===== src/rtl/uart_tx_fifo.sv =====
// Buffered 8N1 UART transmitter: byte FIFO drained by a start/data/stop serialiser.
// Line is LSB first at CLK_FREQ/BAUD_RATE clocks per bit (integer truncation).
module uart_tx_fifo #(
  parameter int unsigned CLK_FREQ   = 100_000_000,
  parameter int unsigned BAUD_RATE  = 115200,
  parameter int unsigned FIFO_DEPTH = 16
) (
  input  logic                          clk,
  input  logic                          reset_n,
  input  logic [7:0]                    wr_data,
  input  logic                          wr_en,
  output logic                          full,
  output logic                          overflow,
  output logic [$clog2(FIFO_DEPTH):0]   fifo_count,
  output logic                          busy,
  output logic                          tx_out
);

  localparam int unsigned TICKS = CLK_FREQ / BAUD_RATE;
  localparam int unsigned AW    = $clog2(FIFO_DEPTH);
  localparam int unsigned CW    = AW + 1;
  localparam int unsigned TW    = (TICKS > 1) ? $clog2(TICKS) : 1;

  typedef enum logic [1:0] {IDLE, START, DATA, STOP} state_t;

  state_t          state;
  logic [TW-1:0]   tick;
  logic [2:0]      bit_idx;
  logic [7:0]      shift;
  logic [7:0]      mem [FIFO_DEPTH];
  logic [AW-1:0]   wr_ptr;
  logic [AW-1:0]   rd_ptr;
  logic            push_c;
  logic            pop_c;
  logic            tick_end_c;
  logic [CW-1:0]   next_count_c;

  assign tick_end_c   = (tick == TW'(TICKS - 1));
  assign push_c       = wr_en && !full;
  // Pop from IDLE, or at the end of a stop bit so the next frame follows with no gap.
  assign pop_c        = (fifo_count != '0) &&
                        ((state == IDLE) || ((state == STOP) && tick_end_c));
  assign next_count_c = fifo_count + CW'(push_c) - CW'(pop_c);

  always_ff @(posedge clk) begin
    if (push_c) mem[wr_ptr] <= wr_data;
  end

  // FIFO pointers, occupancy and status flags.
  always_ff @(posedge clk or negedge reset_n) begin
    if (!reset_n) begin
      wr_ptr     <= '0;
      rd_ptr     <= '0;
      fifo_count <= '0;
      full       <= 1'b0;
      overflow   <= 1'b0;
    end else begin
      if (push_c) wr_ptr <= wr_ptr + AW'(1);
      if (pop_c)  rd_ptr <= rd_ptr + AW'(1);
      fifo_count <= next_count_c;
      full       <= (next_count_c == CW'(FIFO_DEPTH));
      overflow   <= wr_en && full;
    end
  end

  // Transmit FSM with registered line and busy outputs.
  always_ff @(posedge clk or negedge reset_n) begin
    if (!reset_n) begin
      state   <= IDLE;
      tick    <= '0;
      bit_idx <= '0;
      shift   <= '0;
      tx_out  <= 1'b1;
      busy    <= 1'b0;
    end else begin
      case (state)
        IDLE: begin
          tx_out <= 1'b1;
          busy   <= 1'b0;
          if (pop_c) begin
            shift  <= mem[rd_ptr];
            tx_out <= 1'b0;
            busy   <= 1'b1;
            tick   <= '0;
            state  <= START;
          end
        end
        START: begin
          if (tick_end_c) begin
            tick    <= '0;
            tx_out  <= shift[0];
            bit_idx <= '0;
            state   <= DATA;
          end else begin
            tick <= tick + TW'(1);
          end
        end
        DATA: begin
          if (tick_end_c) begin
            tick <= '0;
            if (bit_idx == 3'd7) begin
              tx_out <= 1'b1;
              state  <= STOP;
            end else begin
              shift   <= {1'b0, shift[7:1]};
              tx_out  <= shift[1];
              bit_idx <= bit_idx + 3'd1;
            end
          end else begin
            tick <= tick + TW'(1);
          end
        end
        STOP: begin
          if (tick_end_c) begin
            tick <= '0;
            if (pop_c) begin
              shift  <= mem[rd_ptr];
              tx_out <= 1'b0;
              state  <= START;
            end else begin
              tx_out <= 1'b1;
              busy   <= 1'b0;
              state  <= IDLE;
            end
          end else begin
            tick <= tick + TW'(1);
          end
        end
        default: state <= IDLE;
      endcase
    end
  end

endmodule

===== config.mk =====
export PLATFORM = sky130hd
export DESIGN_NAME = uart_tx_fifo
export DESIGN_NICKNAME = d
export VERILOG_FILES = /design/src/rtl/uart_tx_fifo.sv
export SDC_FILE = /design/constraint.sdc
export NUM_CORES = 1
export LEC_CHECK = 0
export BUFFER_PORTS_ARGS = -buffer_cell sky130_fd_sc_hd__buf_2
export CORE_ASPECT_RATIO = 1.25
export CORE_MARGIN = 2
export CORE_UTILIZATION = 30
export DETAILED_ROUTE_END_ITERATION = 10
export PLACE_DENSITY = 0.51
export SLEW_MARGIN = 20
export SYNTH_ARGS = -nofsm -noshare
export SYNTH_HDL_FRONTEND = slang
export SYNTH_SLANG_ARGS = --single-unit
export TNS_END_PERCENT = 100

===== constraint.sdc =====
create_clock -name clk -period 2.7 [get_ports clk]
set_input_delay 0.54 -clock clk [delete_from_list [all_inputs] [get_ports clk]]
set_output_delay 0.54 -clock clk [all_outputs]
set_load 0.03 [all_outputs]

======== After elaboration in Yosys (flattened, before gate mapping) ========
Memory sizes are Yosys's and may differ from the RTL's.
Cells that the tools add are included.
operators by class
  add/sub/neg operators ................... 6
  equal/unequal tests ..................... 13
  muxes and demuxes ....................... 31
  reduce and logical (&&, ||, !) cells .... 17
operators by type and width
  cell                                            number
  two-way mux 8 bit                               4
  case mux 8 bit (3 select lines)                 1
  two-way mux 10 bit                              2
  case mux 10 bit (2 select lines)                1
  != test 2 bit (second input constant)           7
  two-way mux 1 bit                               11
  adder 10 x 1 -> 10 bit (second input constant)  1
  equality test 10 bit (second input constant)    1
  two-way mux 2 bit                               5
  two-way mux 3 bit                               3
  adder 4 x 1 -> 4 bit (second input constant)    2
  case mux 2 bit (4 select lines)                 1
  AND reduction 4 bit                             2
  case mux 3 bit (2 select lines)                 1
  AND reduction 3 bit                             2
  adder 5 x 1 -> 5 bit                            1
  equality test 5 bit (second input constant)     1
  AND reduction 5 bit                             1
  nonzero test 5 bit                              1
  subtractor 5 x 1 -> 5 bit                       1
  equality test 2 bit (second input constant)     2
  logical AND 1 bit                               4
  case mux 1 bit (4 select lines)                 1
  nonzero test 2 bit                              2
  9 further kinds                                 9
storage, ports and cells
  bits in registers ....................... 40
  memory bits (writable) .................. 128
  input port bits ......................... 11
  output and inout bits ................... 9
  memories ................................ 1
memory list
  memory  words  width  rd ports  clocked after memory_dff  wr ports  line  RTL
  mem     16     8      1         0                         1         30    logic [7:0] mem [FIFO_DEPTH];

======== Longest topological paths before layout ========
  depth after elaboration ................. 7
  depth in mapped cells ................... 13

======== Worst setup path before layout ========
OpenSTA, ideal clock, no wires.
  kind .................................... reg-to-reg
  start ................................... register fifo_count[3]
  end ..................................... register full
  library setup time ...................... 0.119 ns
  arrival time ............................ 2.945 ns
  data required time ...................... 2.581 ns
  slack ................................... -0.364 ns
  stages on the path, launching flop included .. 13
  path buffers ............................ 0
  cells stage by stage .................... dfrtp_1 > inv_1 > ha_1 > or4b_2 > o21a_1 > ha_1 > inv_1 > ha_1 > fa_1 > a21oi_1 > o21bai_1 > xnor2_1 > and2_1
on the way
  cells in the longest elaborated chain, start to end .. 4
  elaborated cells on any way between the ends .. 5
  classes of those cells .................. 2 x add/sub; 1 x eq/ne; 2 x reduce/logical
ends and longest elaborated chain
  what                                                                          line  RTL
  start, declared                                                               14    output logic [$clog2(FIFO_DEPTH):0] fifo_count,
  start signal, assigned                                                        60    fifo_count <= next_count_c;
  parallel branches: the longest is 2 deep, another holds adder 5 x 1 -> 5 bit  n/a
  subtractor 5 x 1 -> 5 bit *                                                   43    assign next_count_c = fifo_count + CW'(push_c) - CW'(pop_c);
  named net next_count_c[4]                                                     36    logic [CW-1:0] next_count_c;
  equality test 5 bit *                                                         61    full <= (next_count_c == CW'(FIFO_DEPTH));
  end signal, assigned                                                          61
  end, declared                                                                 12    output logic full,
Mark *: on every way through the listed nets, which the timed path passes.
A chain may end at the register's enable or synchronous reset.

======== Worst setup path in the final report ========
Same ends and word-level chain as after synthesis.

==> out/qor.txt <==
CTS Buffer Depth - 2
Syn Area/Cell - 15.99 um^2
Top-area cell type share of the netlist area - 53.19%
Placed Area - 7879 um^2
Clock root cell - clkbuf_16
Worst Max-Slew Pin Slew - 0.9788 ns
R2r worst-path depth - 12
Area growth syn-to-layout - 17.71%
DRC viols - 0
Routed via count - 3904
Lkg Pwr - 0.002984 uW
Clock transition at path regs - 0.07 ns
Final nets - 531
Max incr delay on CP - 0.46 ns
Largest net degree at the start of global routing - 41
Hold Violations, Final - 0
CTS buffer count - 17
Slew Viols, Final - 0
Synth Net Count - 484
Die area - 25350 um^2
Pwr Total - 6691 uW
CP endpoint kind - register
Worst VDD drop - 356.7 uV
MaxCap Viol Count - 0
Final setup fails - 0
Fin area - 8506 um^2
Asr flop ratio synth - 23.81%
Rows - 63
Data required, critical path - 3.02 ns
Setup CP Type - reg2reg
Power per Cell Area - 786.6 nW/um^2
CP Max Fanout - 2
Hold-fix buffer count after cts - 0
Fill count - 2218
H-tree Lvls - 4
Clock net sink count - 168
Tmin final - 2.692 ns
Layout Skew - 0.01167 ns
Status - completed
Initial DRC count - 216
Clock Latency Late Sink - 0.43 ns
Die X - 142.8 um
Synthesized area - 7226 um^2
Seq cells post-synth - 168
RSZ-0062 raised after global routing - yes
HP Class - in2async
Synth warnings - 0
Initial antenna violation count - 0
Area contributors post-synth - edfxtp_1, dfrtp_1, mux4_2
Startpoint types - register
Synth cell types - 58
Critical R2R Capture - full
Ys flop type - edfxtp_1
Arrival @ worst endpoint - 3.01 ns
Fmax - 371.4 MHz
Global route overflow - 0
CP max stage cell - or4b_4
Die Ht - 177.5 um
DRT Pass-1 Iters - 4
Number of global-route vias before repair - 4150
Final period utilization - 99.71%
CTS tree - built
Core area - 23730 um^2
Hpwl dp - 10.07 mm
GRT Overall Usage - 12.58%
Leading area contributor after synthesis - edfxtp_1
Post-DR wirelength/cell - 17.45 um
Mapped Cells - 452
EDFF count, synth - 128
Proportion of layout cells with a drive suffix above 1 - 23.83%
DR vias/cell - 4.664
Crit-path most repeated cell - inv_2
Initial core utilization - 30.45%
I/O pin count - 20
First-pass GRT wire length - 23.55 mm
Slew HR - 34.75%
RR Startpoint - fifo_count[3]
Post-synthesis sequential area ratio - 67.06%
R2R Setup Slk - 0.008 ns
# diodes - 0
WL final - 14.60 mm
GPL Wtd Cong - 0.8065
Worst-path cell chain - inv_2, ha_2, or4b_4, o21a_1, ha_1, inv_2, ha_4, fa_2, a21oi_2, o21bai_1, xnor2_1, and2_1
Post-DRT Antenna Nets - 0
Port Buffers - 19
[layout make-up]
cell class / count / area, um^2 / share of cell area, %
flip-flops and latches: 168 / 4850 / 57.02
multi-input cells: 253 / 2325 / 27.33
clock buffers: 18 / 429.2 / 5.046
well taps: 325 / 406.6 / 4.781
repair buffers: 43 / 287.8 / 3.383
clock inverters: 14 / 147.6 / 1.736
inverters: 16 / 60.06 / 0.7061
[layout by cell type (no fill, tap or decap), types with 3 or more instances in the layout]
| cell type | count |
|---|---|
| nand2b_1 | 3 |
| nand2_1 | 23 |
| o31ai_1 | 4 |
| buf_4 | 23 |
| dfrtp_2 | 3 |
| nor2b_1 | 5 |
| a22o_1 | 3 |
| buf_2 | 19 |
| mux2i_1 | 35 |
| xnor2_1 | 5 |
| mux2_4 | 6 |
| a22oi_1 | 8 |
| edfxtp_1 | 128 |
| dfrtp_1 | 36 |
| inv_2 | 3 |
| inv_6 | 3 |
| o21ai_0 | 25 |
| xor2_1 | 5 |
| a21oi_1 | 8 |
| clkbuf_16 | 17 |
| mux4_2 | 20 |
| and2_1 | 20 |
| a32oi_1 | 7 |
| ha_1 | 17 |
| inv_1 | 13 |
| nor2_1 | 10 |
[kinds of logic (layout without fill, tap and decap cells)]
logic type	count (synthesis)	in the layout	synth area share, %
DFF	168	168	67.07
and+or+nand+nor	82	82	6.217
adders and majority gates	21	21	3.740
buffers and inverters	31	91	1.714
xor gates and xnor gates	11	11	1.333
muxes	63	63	12.64
AOI/OAI and AO/OA	76	76	7.291
[worst max-delay path by stage]
stage	from	endpoint	slack [ns]	depth (start not counted)
floorplan	tick[0]	full	-0.13	11
global placement	tick[1]	full	0.002	10
detailed placement	fifo_count[2]	full	-0.08	12
CTS	tick[1]	full	-0.02	10
global route	tick[1]	full	-0.17	12
finish	fifo_count[3]	full	0.008	12
[through the flow]
stage                     utilization [%]  TNS (ns)  cells  setup WS, ns  hold WS, ns
final                               35.85         0    837      0.007715       0.2575
after global routing                35.85   -0.1709    837       -0.1709       0.3303
after CTS                           35.72  -0.02293    837      -0.02293       0.2917
after detailed placement            33.21  -0.07821    804      -0.07821       0.5023
after global placement              33.21         0    804      0.001743       0.4955
after floorplan                         -   -0.1252    452       -0.1252       0.2444
[worst max-delay path: cells and delay by family (launching register included)]
kind	cells	cell delay (ns)
buffers and inverters	2	0.10
adder cells (fa/ha/maj)	4	0.96
AND/OR/NAND/NOR	2	0.62
AO/OA/AOI/OAI	3	0.36
XOR/XNOR	1	0.13
flip-flops	1	0.41
[flip-flops by register name, indices dropped and copies added (netlist names)]
register and cells:
state 2, fifo_count 5, rd_ptr 4, bit_idx 3
shift 8, wr_ptr 4, mem 128, tx_out 1
full 1, tick 10, overflow 1, busy 1
[synth_stat cells (2+ instances only)]
library cell,instances
mux2i_1,35
mux2_4,6
a32oi_1,7
nor3_1,3
nand2_1,23
nand2b_1,3
dfrtp_1,39
nand3_1,2
xor2_1,6
buf_2,6
and2_1,20
and3_1,2
clkbuf_1,8
nor2b_1,5
a22oi_1,8
o21ai_0,25
ha_1,20
a22o_1,3
and4_1,2
o31ai_1,4
mux2_2,2
xnor2_1,5
nor2_1,10
or3_1,2
o21a_1,2
inv_1,16
edfxtp_1,128
a21oi_1,10
nand4_1,2
mux4_2,20
[repair_timing]
item | CTS | global route
setup endpoints to repair | 1 | 2
buffers inserted | 1 | 0
pin swaps | 2 | 1
gates resized for setup | 5 | 5
[per-layer routing]
metal  share of wire [%]  up-vias  GRT usage (%)
li1                    -     1842              -
met1                  43     2011          14.90
met2                  53       37          22.06
met3                 1.7       14          2.698
met4                 1.8        0          5.239
met5                   0        -              0
[power by group]
part,leakage [uW],internal [uW],switching (uW)
registers,0.00164,3090,115
logic,0.00106,427,688
clock network,0.000278,1370,1000
(Power assumes the default switching activity.)
